`src/rtl/div_seq_param.sv`:
```
// div_seq_param: radix-2 restoring sequential divider.
// Fixed latency of W+1 edges from capture to ack (one edge for divide-by-zero),
// signed or unsigned selected per operation, quotient truncates toward zero.
module div_seq_param #(
    parameter int W = 16
) (
    input  logic         Clk,
    input  logic         Rst,
    input  logic         start,
    input  logic         sgn,
    input  logic [W-1:0] A,
    input  logic [W-1:0] B,
    output logic [W-1:0] Q,
    output logic [W-1:0] R,
    output logic         ack,
    output logic         busy,
    output logic         div0
);

    localparam int CW = $clog2(W + 1);

    typedef enum logic [1:0] {
        IDLE,
        CALC,
        FIX,
        DONE
    } state_t;

    // Two's-complement negate when neg is set; the most-negative value maps to
    // itself, which read as unsigned is the magnitude 2^(W-1).
    function automatic logic [W-1:0] cond_neg(input logic [W-1:0] v, input logic neg);
        return neg ? -v : v;
    endfunction

    state_t          state_q, state_d;
    logic [W-1:0]    q_q, q_d;
    logic [W-1:0]    r_q, r_d;
    logic            ack_q, ack_d;
    logic            busy_q, busy_d;
    logic            div0_q, div0_d;

    // Iteration datapath: p holds the partial remainder, a shifts the dividend
    // out at the top while quotient bits shift in at the bottom.
    logic [W:0]      p_q, p_d;
    logic [W-1:0]    a_q, a_d;
    logic [W-1:0]    b_q, b_d;
    logic [CW-1:0]   cnt_q, cnt_d;
    logic            qneg_q, qneg_d;
    logic            rneg_q, rneg_d;
    logic            bz_q, bz_d;

    logic [W:0]      shift_p;
    logic [W:0]      diff;

    assign Q    = q_q;
    assign R    = r_q;
    assign ack  = ack_q;
    assign busy = busy_q;
    assign div0 = div0_q;

    // Next-state, datapath step and output updates.
    always_comb begin
        state_d = state_q;
        q_d     = q_q;
        r_d     = r_q;
        ack_d   = ack_q;
        busy_d  = busy_q;
        div0_d  = div0_q;
        p_d     = p_q;
        a_d     = a_q;
        b_d     = b_q;
        cnt_d   = cnt_q;
        qneg_d  = qneg_q;
        rneg_d  = rneg_q;
        bz_d    = bz_q;
        shift_p = {p_q[W-1:0], a_q[W-1]};
        diff    = shift_p - {1'b0, b_q};

        case (state_q)
            IDLE: begin
                if (start) begin
                    qneg_d = sgn & (A[W-1] ^ B[W-1]);
                    rneg_d = sgn & A[W-1];
                    b_d    = cond_neg(B, sgn & B[W-1]);
                    bz_d   = (B == '0);
                    p_d    = '0;
                    cnt_d  = '0;
                    busy_d = 1'b1;
                    if (B == '0) begin
                        // Keep the raw dividend so it can be returned as R.
                        a_d     = A;
                        state_d = FIX;
                    end else begin
                        a_d     = cond_neg(A, sgn & A[W-1]);
                        state_d = CALC;
                    end
                end
            end
            CALC: begin
                if (!diff[W]) begin
                    p_d = diff;
                    a_d = {a_q[W-2:0], 1'b1};
                end else begin
                    p_d = shift_p;
                    a_d = {a_q[W-2:0], 1'b0};
                end
                cnt_d = cnt_q + CW'(1);
                if (cnt_q == CW'(W - 1)) begin
                    state_d = FIX;
                end
            end
            FIX: begin
                if (bz_q) begin
                    q_d    = '1;
                    r_d    = a_q;
                    div0_d = 1'b1;
                end else begin
                    q_d    = cond_neg(a_q, qneg_q);
                    r_d    = cond_neg(p_q[W-1:0], rneg_q);
                    div0_d = 1'b0;
                end
                ack_d   = 1'b1;
                busy_d  = 1'b0;
                state_d = DONE;
            end
            DONE: begin
                ack_d   = 1'b0;
                state_d = IDLE;
            end
            default: begin
                state_d = IDLE;
            end
        endcase
    end

    // Control and result registers; reset wins over any operation in flight.
    always_ff @(posedge Clk) begin
        if (Rst) begin
            state_q <= IDLE;
            q_q     <= '0;
            r_q     <= '0;
            ack_q   <= 1'b0;
            busy_q  <= 1'b0;
            div0_q  <= 1'b0;
        end else begin
            state_q <= state_d;
            q_q     <= q_d;
            r_q     <= r_d;
            ack_q   <= ack_d;
            busy_q  <= busy_d;
            div0_q  <= div0_d;
        end
    end

    // Working registers; always reloaded at capture, so no reset needed.
    always_ff @(posedge Clk) begin
        p_q    <= p_d;
        a_q    <= a_d;
        b_q    <= b_d;
        cnt_q  <= cnt_d;
        qneg_q <= qneg_d;
        rneg_q <= rneg_d;
        bz_q   <= bz_d;
    end

endmodule

```
`config.mk`:
```
export PLATFORM = sky130hd
export DESIGN_NAME = div_seq_param
export DESIGN_NICKNAME = d
export VERILOG_FILES = /design/src/rtl/div_seq_param.sv
export SDC_FILE = /design/constraint.sdc
export NUM_CORES = 1
export LEC_CHECK = 0
export ABC_AREA = 1
export CAP_MARGIN = 10
export CORE_MARGIN = 3
export CORE_UTILIZATION = 36
export CTS_CLUSTER_SIZE = 24
export DETAILED_ROUTE_END_ITERATION = 7
export GPL_TIMING_DRIVEN = 0
export HOLD_SLACK_MARGIN = 0.02
export PLACE_DENSITY = 0.59
export SETUP_SLACK_MARGIN = 0.4
export SYNTH_ARGS = -nofsm -noshare
export SYNTH_HDL_FRONTEND = slang
export SYNTH_SLANG_ARGS = --single-unit
```
`constraint.sdc`:
```
create_clock -name Clk -period 5.1 [get_ports Clk]
set_input_delay 1.02 -clock Clk [delete_from_list [all_inputs] [get_ports Clk]]
set_output_delay 1.02 -clock Clk [all_outputs]
set_load 0.02 [all_outputs]
```
# After elaboration in Yosys (flattened, before gate mapping)
# Cells that the tools add are included.
[classes] add_sub_neg=6 reduce_logical=9 eq_ne=6 bitwise=4 n_mux=23
[op_table] cell="2-to-1 mux 16 bit" count=10
[op_table] cell="negation 16 bit" count=4
[op_table] cell="case mux 16 bit (2 select lines)" count=2
[op_table] cell="subtractor 17 x 16 -> 17 bit" count=1
[op_table] cell="logical NOT 16 bit" count=1
[op_table] cell="case mux 5 bit (2 select lines)" count=1
[op_table] cell="case mux 2 bit (4 select lines)" count=1
[op_table] cell="AND reduction 2 bit" count=4
[op_table] cell="2-to-1 mux 2 bit" count=3
[op_table] cell="nonzero test 2 bit" count=3
[op_table] cell="adder 5 x 1 -> 5 bit, second input constant" count=1
[op_table] cell="equality test 5 x 4 -> 1 bit, second input constant" count=1
[op_table] cell="2-to-1 mux 5 bit" count=1
[op_table] cell="equality test 2 bit, second input constant" count=2
[op_table] cell="!= test 2 bit, second input constant" count=2
[op_table] cell="case mux 1 bit (2 select lines)" count=2
[op_table] cell="bitwise AND 1 bit" count=3
[op_table] cell="2-to-1 mux 1 bit" count=3
[op_table] cell="equality test 2 x 1 -> 1 bit, second input constant" count=1
[op_table] cell="logical NOT 2 bit" count=1
[op_table] cell="bitwise XOR 1 bit" count=1
[totals] reg_bits=93 out_inout_bits=35 word_cells=61 input_bits=36

# Logic depth before layout (Yosys ltp)
[depth] depth_word=5 mapped_depth=14 depth_no_buf=14

# Worst setup path after synthesis
# Ideal clock, no wire load.
[synth_path] path_kind="register to register" start="reg state_q[1]" end="reg a_q[0], enable pin" path_stages_with_launch=7 t_required_ps=4617 setup_time_ps=483 arrival_time_ps=3592 slack_ps=1026 period_less_slack_ps=4074 n_path_buf=2 path_cell_list="dfxtp_1 -> inv_1 -> ha_1 -> clkbuf_1 -> inv_1 -> buf_2 -> o21ai_0"
[synth_via] elab_chain_cells=3 word_cells_on_any_way=5 cone_classes="eq/ne (2); reduce/logical (3)"
[synth_rtl] element="start, declared" line_no="35" text="state_t state_q, state_d;"
[synth_rtl] element="start signal, assigned" line_no="146" text="state_q <= state_d;"
[synth_rtl] element="equality test 2 x 1 -> 1 bit or logical NOT 2 bit (tied branches)" line_no="79" text="case (state_q)"
[synth_rtl] element="nonzero test 2 bit (no line) or != test 2 bit (tied branches)"
[synth_rtl] element="AND reduction 2 bit (no line) *"
[synth_rtl] element="end signal, assigned" line_no="158" text="a_q <= a_d;"
[synth_rtl] element="end, declared" line_no="45" text="logic [W-1:0] a_q, a_d;"
# Mark *: on every way between the ends. The rest lies on a longest branch, timed or not.
# A chain may end at the register's enable or synchronous reset.

# Worst setup path after layout
[layout_path] start="in B[0]" end="reg a_q[14] (data pin)"
[layout_via] elab_chain_cells=4
[layout_rtl] element="start, declared" line_no="12" text="input logic [W-1:0] B,"
[layout_rtl] element="logical NOT 16 bit" line_no="89" text="if (B == '0) begin"
[layout_rtl] element="2-to-1 mux 16 bit" line_no="89"
[layout_rtl] element="2-to-1 mux 16 bit" line_no="81" text="if (start) begin"
[layout_rtl] element="case mux 16 bit (2 select lines)" line_no="79"
[layout_rtl] element="net a_d[14]" line_no="45"
# The timed path passes the listed nets, and every way through them passes these cells. The select of a mux whose other input is x is not followed.

==> qor.yml <==
ys_types: 43
grt_pass1_vias: 5935
antenna_cells: 0
synthTopCellsByArea: "edfxtp_1 25%, nand2_1 16%, dfxtp_1 11%"
cts_setup_buffers: 0
initial_core_util_pct: 36.81
cp_max_fo: 10
crit_path_end_kind: "flop"
wl_per_cell_um: 13.80
synthArstFlopShare_pct: 0
syn_inst: 980
clk_latency_ns: 0.36
synth.top_cell.area_share_pct: 25.26
synth.net_count: 1043
synth.area.mux_share_pct: 0
cts_tree: "yes"
hp-class: "flop to flop"
wirelength_um: 17870
area_growth_syn_to_layout_pct: 20.03
path_class: "input port to flop"
io_pins: 71
drv_slew: 0
grt_setup_unrepaired: "no"
setup_violations: 0
synth.cell_area_sq_mm: 0.006658
setup_tns_ns: 0
cts_buffers: 9
synth-xor-area-share_pct: 1.973
cts.sink_count: 93
routed_via_density: 4.842
synth-seq-area-share_pct: 36.38
placementRows: 49
grt_pass1_wl_um: 29350
slew_headroom_pct: 52.18
synth_warnings: 0
powerDensity_mw_per_mm2: 622.5
final.setup_skew_ns: 0.01007
drive_above_1_share_pct: 6.473
synth_compound_area_share_pct: 8.532
gp_congestion: 0.8845
fin_crit_sh_pct: 52.84
ctsResizeCount: 0
synth_top_area_cell: "edfxtp_1"
synth_top_family_by_area: "simple AND/OR/NAND/NOR gates"
crit_required_ns: 5.22
grt_max_degree: 21
core_area_sq_mm: 0.01809
ys_ff_latch: 93
io_buffers: 69
die_w_um: 142.0
synthSimpleGateAreaFrac_pct: 36.18
fin_crit_ns: 2.695
leakagePower_nw: 3.814
avgSynthCellArea_sq_um: 6.794
clock_path_buffers: 2
mostFrequentLayoutCells: "278 x nand2_1, 174 x inv_1, 111 x nand3_1"
hold_violations: 0
firstDrtPassIters: 7
fin_nets: 1124
gr-total-overflow: 0
cts_max_level: 3
worst_setup_path_start_kind: "input port"
drtIter0Drc: 407
dieArea_sq_mm: 0.02016
outcome: "complete, no violations"
track_usage_pct: 18.19
clk_transition_reported_paths_ns: 0.07
synth-edff-count: 56
cts_hold_buf: 0
num_vias: 6271
grt_antenna_before_repair: 0
arrival_ns: 2.81
dp_hpwl_um: 14350
final_common_cell: "nand2_1"
root_buffer: "clkbuf_16"
cap_violations: 0
ant_nets: 0
ys.flop_type: "edfxtp_1"
fmax_mhz: 371.1
drcViolationCount: 0
synth_fa_ha_area_share_pct: 5.187
fp.dieH_um: 142.0
ir_drop_v: 0.0002689
finalHoldWorstSlack_ns: 0.4782
tightest_slew_ns: 0.7165
## metal layers
layer | GRT usage [%] | share of wire, %
met1 | 25.01 | 48
met2 | 29.86 | 47
met3 | 3.663 | 4.3
met4 | 3.788 | 1.2
met5 | 0 | 0
## cell families after synthesis
logic type | Yosys count
flip-flops | 93
XOR/XNOR | 15
AND/OR/NAND/NOR | 542
adder cells (fa/ha/maj) | 27
AO/OA/AOI/OAI | 100
buffers and inverters | 203
## through the flow
step / std cells / utilization [%] / cell area (sq um) / power, W / worst slack, ns
2_1_floorplan: 980 / - / 6658 / 0.003422 / 1.026
3_3_place_gp: 1278 / 42.21 / 7635 / 0.004231 / -0.5981
3_5_place_dp: 1279 / 42.43 / 7674 / 0.004273 / 2.036
4_1_cts: 1295 / 44.19 / 7991 / 0.004998 / 2.401
5_1_grt: 1295 / 44.19 / 7991 / 0.005447 / 2.142
6_report: 1295 / 44.19 / 7991 / 0.004975 / 2.405
## state kept, by name, indices dropped and copies added (netlist names)
signal,cells
Q,16
R,16
a_q,16
ack,1
b_q,16
busy,1
bz_q,1
cnt_q,5
div0,1
p_q,16
qneg_q,1
rneg_q,1
state_q,2
## final cells by class
type / instances / area (sq um)
buffer: 25 / 113.9
clock buffer: 9 / 225.2
clock inverter: 7 / 92.59
fill: 1890 / 10090
inverter: 178 / 668.1
multi-input combinational: 684 / 3465
sequential: 93 / 2422
tap: 229 / 286.5
timing repair buffer: 70 / 718.2
## critical path, cell delays in order
cell and delay [ns]:
clkdlybuf4s50_1 0.41, inv_1 0.08, ha_1 0.18, nand3_1 0.16, nor2_2 0.19, nand4_2 0.14
nand2_1 0.15, inv_2 0.11, buf_6 0.16, nand2_1 0.05, nand2_1 0.05, nand3_1 0.07
nand2_1 0.05
## path summary, 6_finish.rpt
path,start,end,slack (ns),depth (start not counted)
setup / recovery,B[0],a_q[14]$_DFFE_PP_,2.41,13
hold / removal,div0$_SDFFE_PP0P_,div0$_SDFFE_PP0P_,0.48,2
setup reg to reg,a_q[15]$_DFFE_PP_,p_q[15]$_SDFFCE_PN0P_,2.60,13
hold reg to reg,div0$_SDFFE_PP0P_,div0$_SDFFE_PP0P_,0.48,2
## synthesized netlist by cell type, types with 7 or more instances
master    instances
nand2_1         278
nand3_1         111
a21oi_1          27
nor3_1            8
buf_2             7
a31oi_1          12
dfxtp_1          37
nand4_1          12
inv_1           174
edfxtp_1         56
nor2_1           95
nor2_2           13
xor2_1           11
nand2_2           7
ha_1             26
clkbuf_1         15
o21ai_0          42
## report_power, final
part	total, W	internal (W)	switching (W)	leakage (nW)
logic	0.00279	0.000981	0.00181	2.81
registers	0.00146	0.00119	0.000270	0.846
clock network	0.000721	0.000393	0.000328	0.155
(Power assumes the default switching activity.)
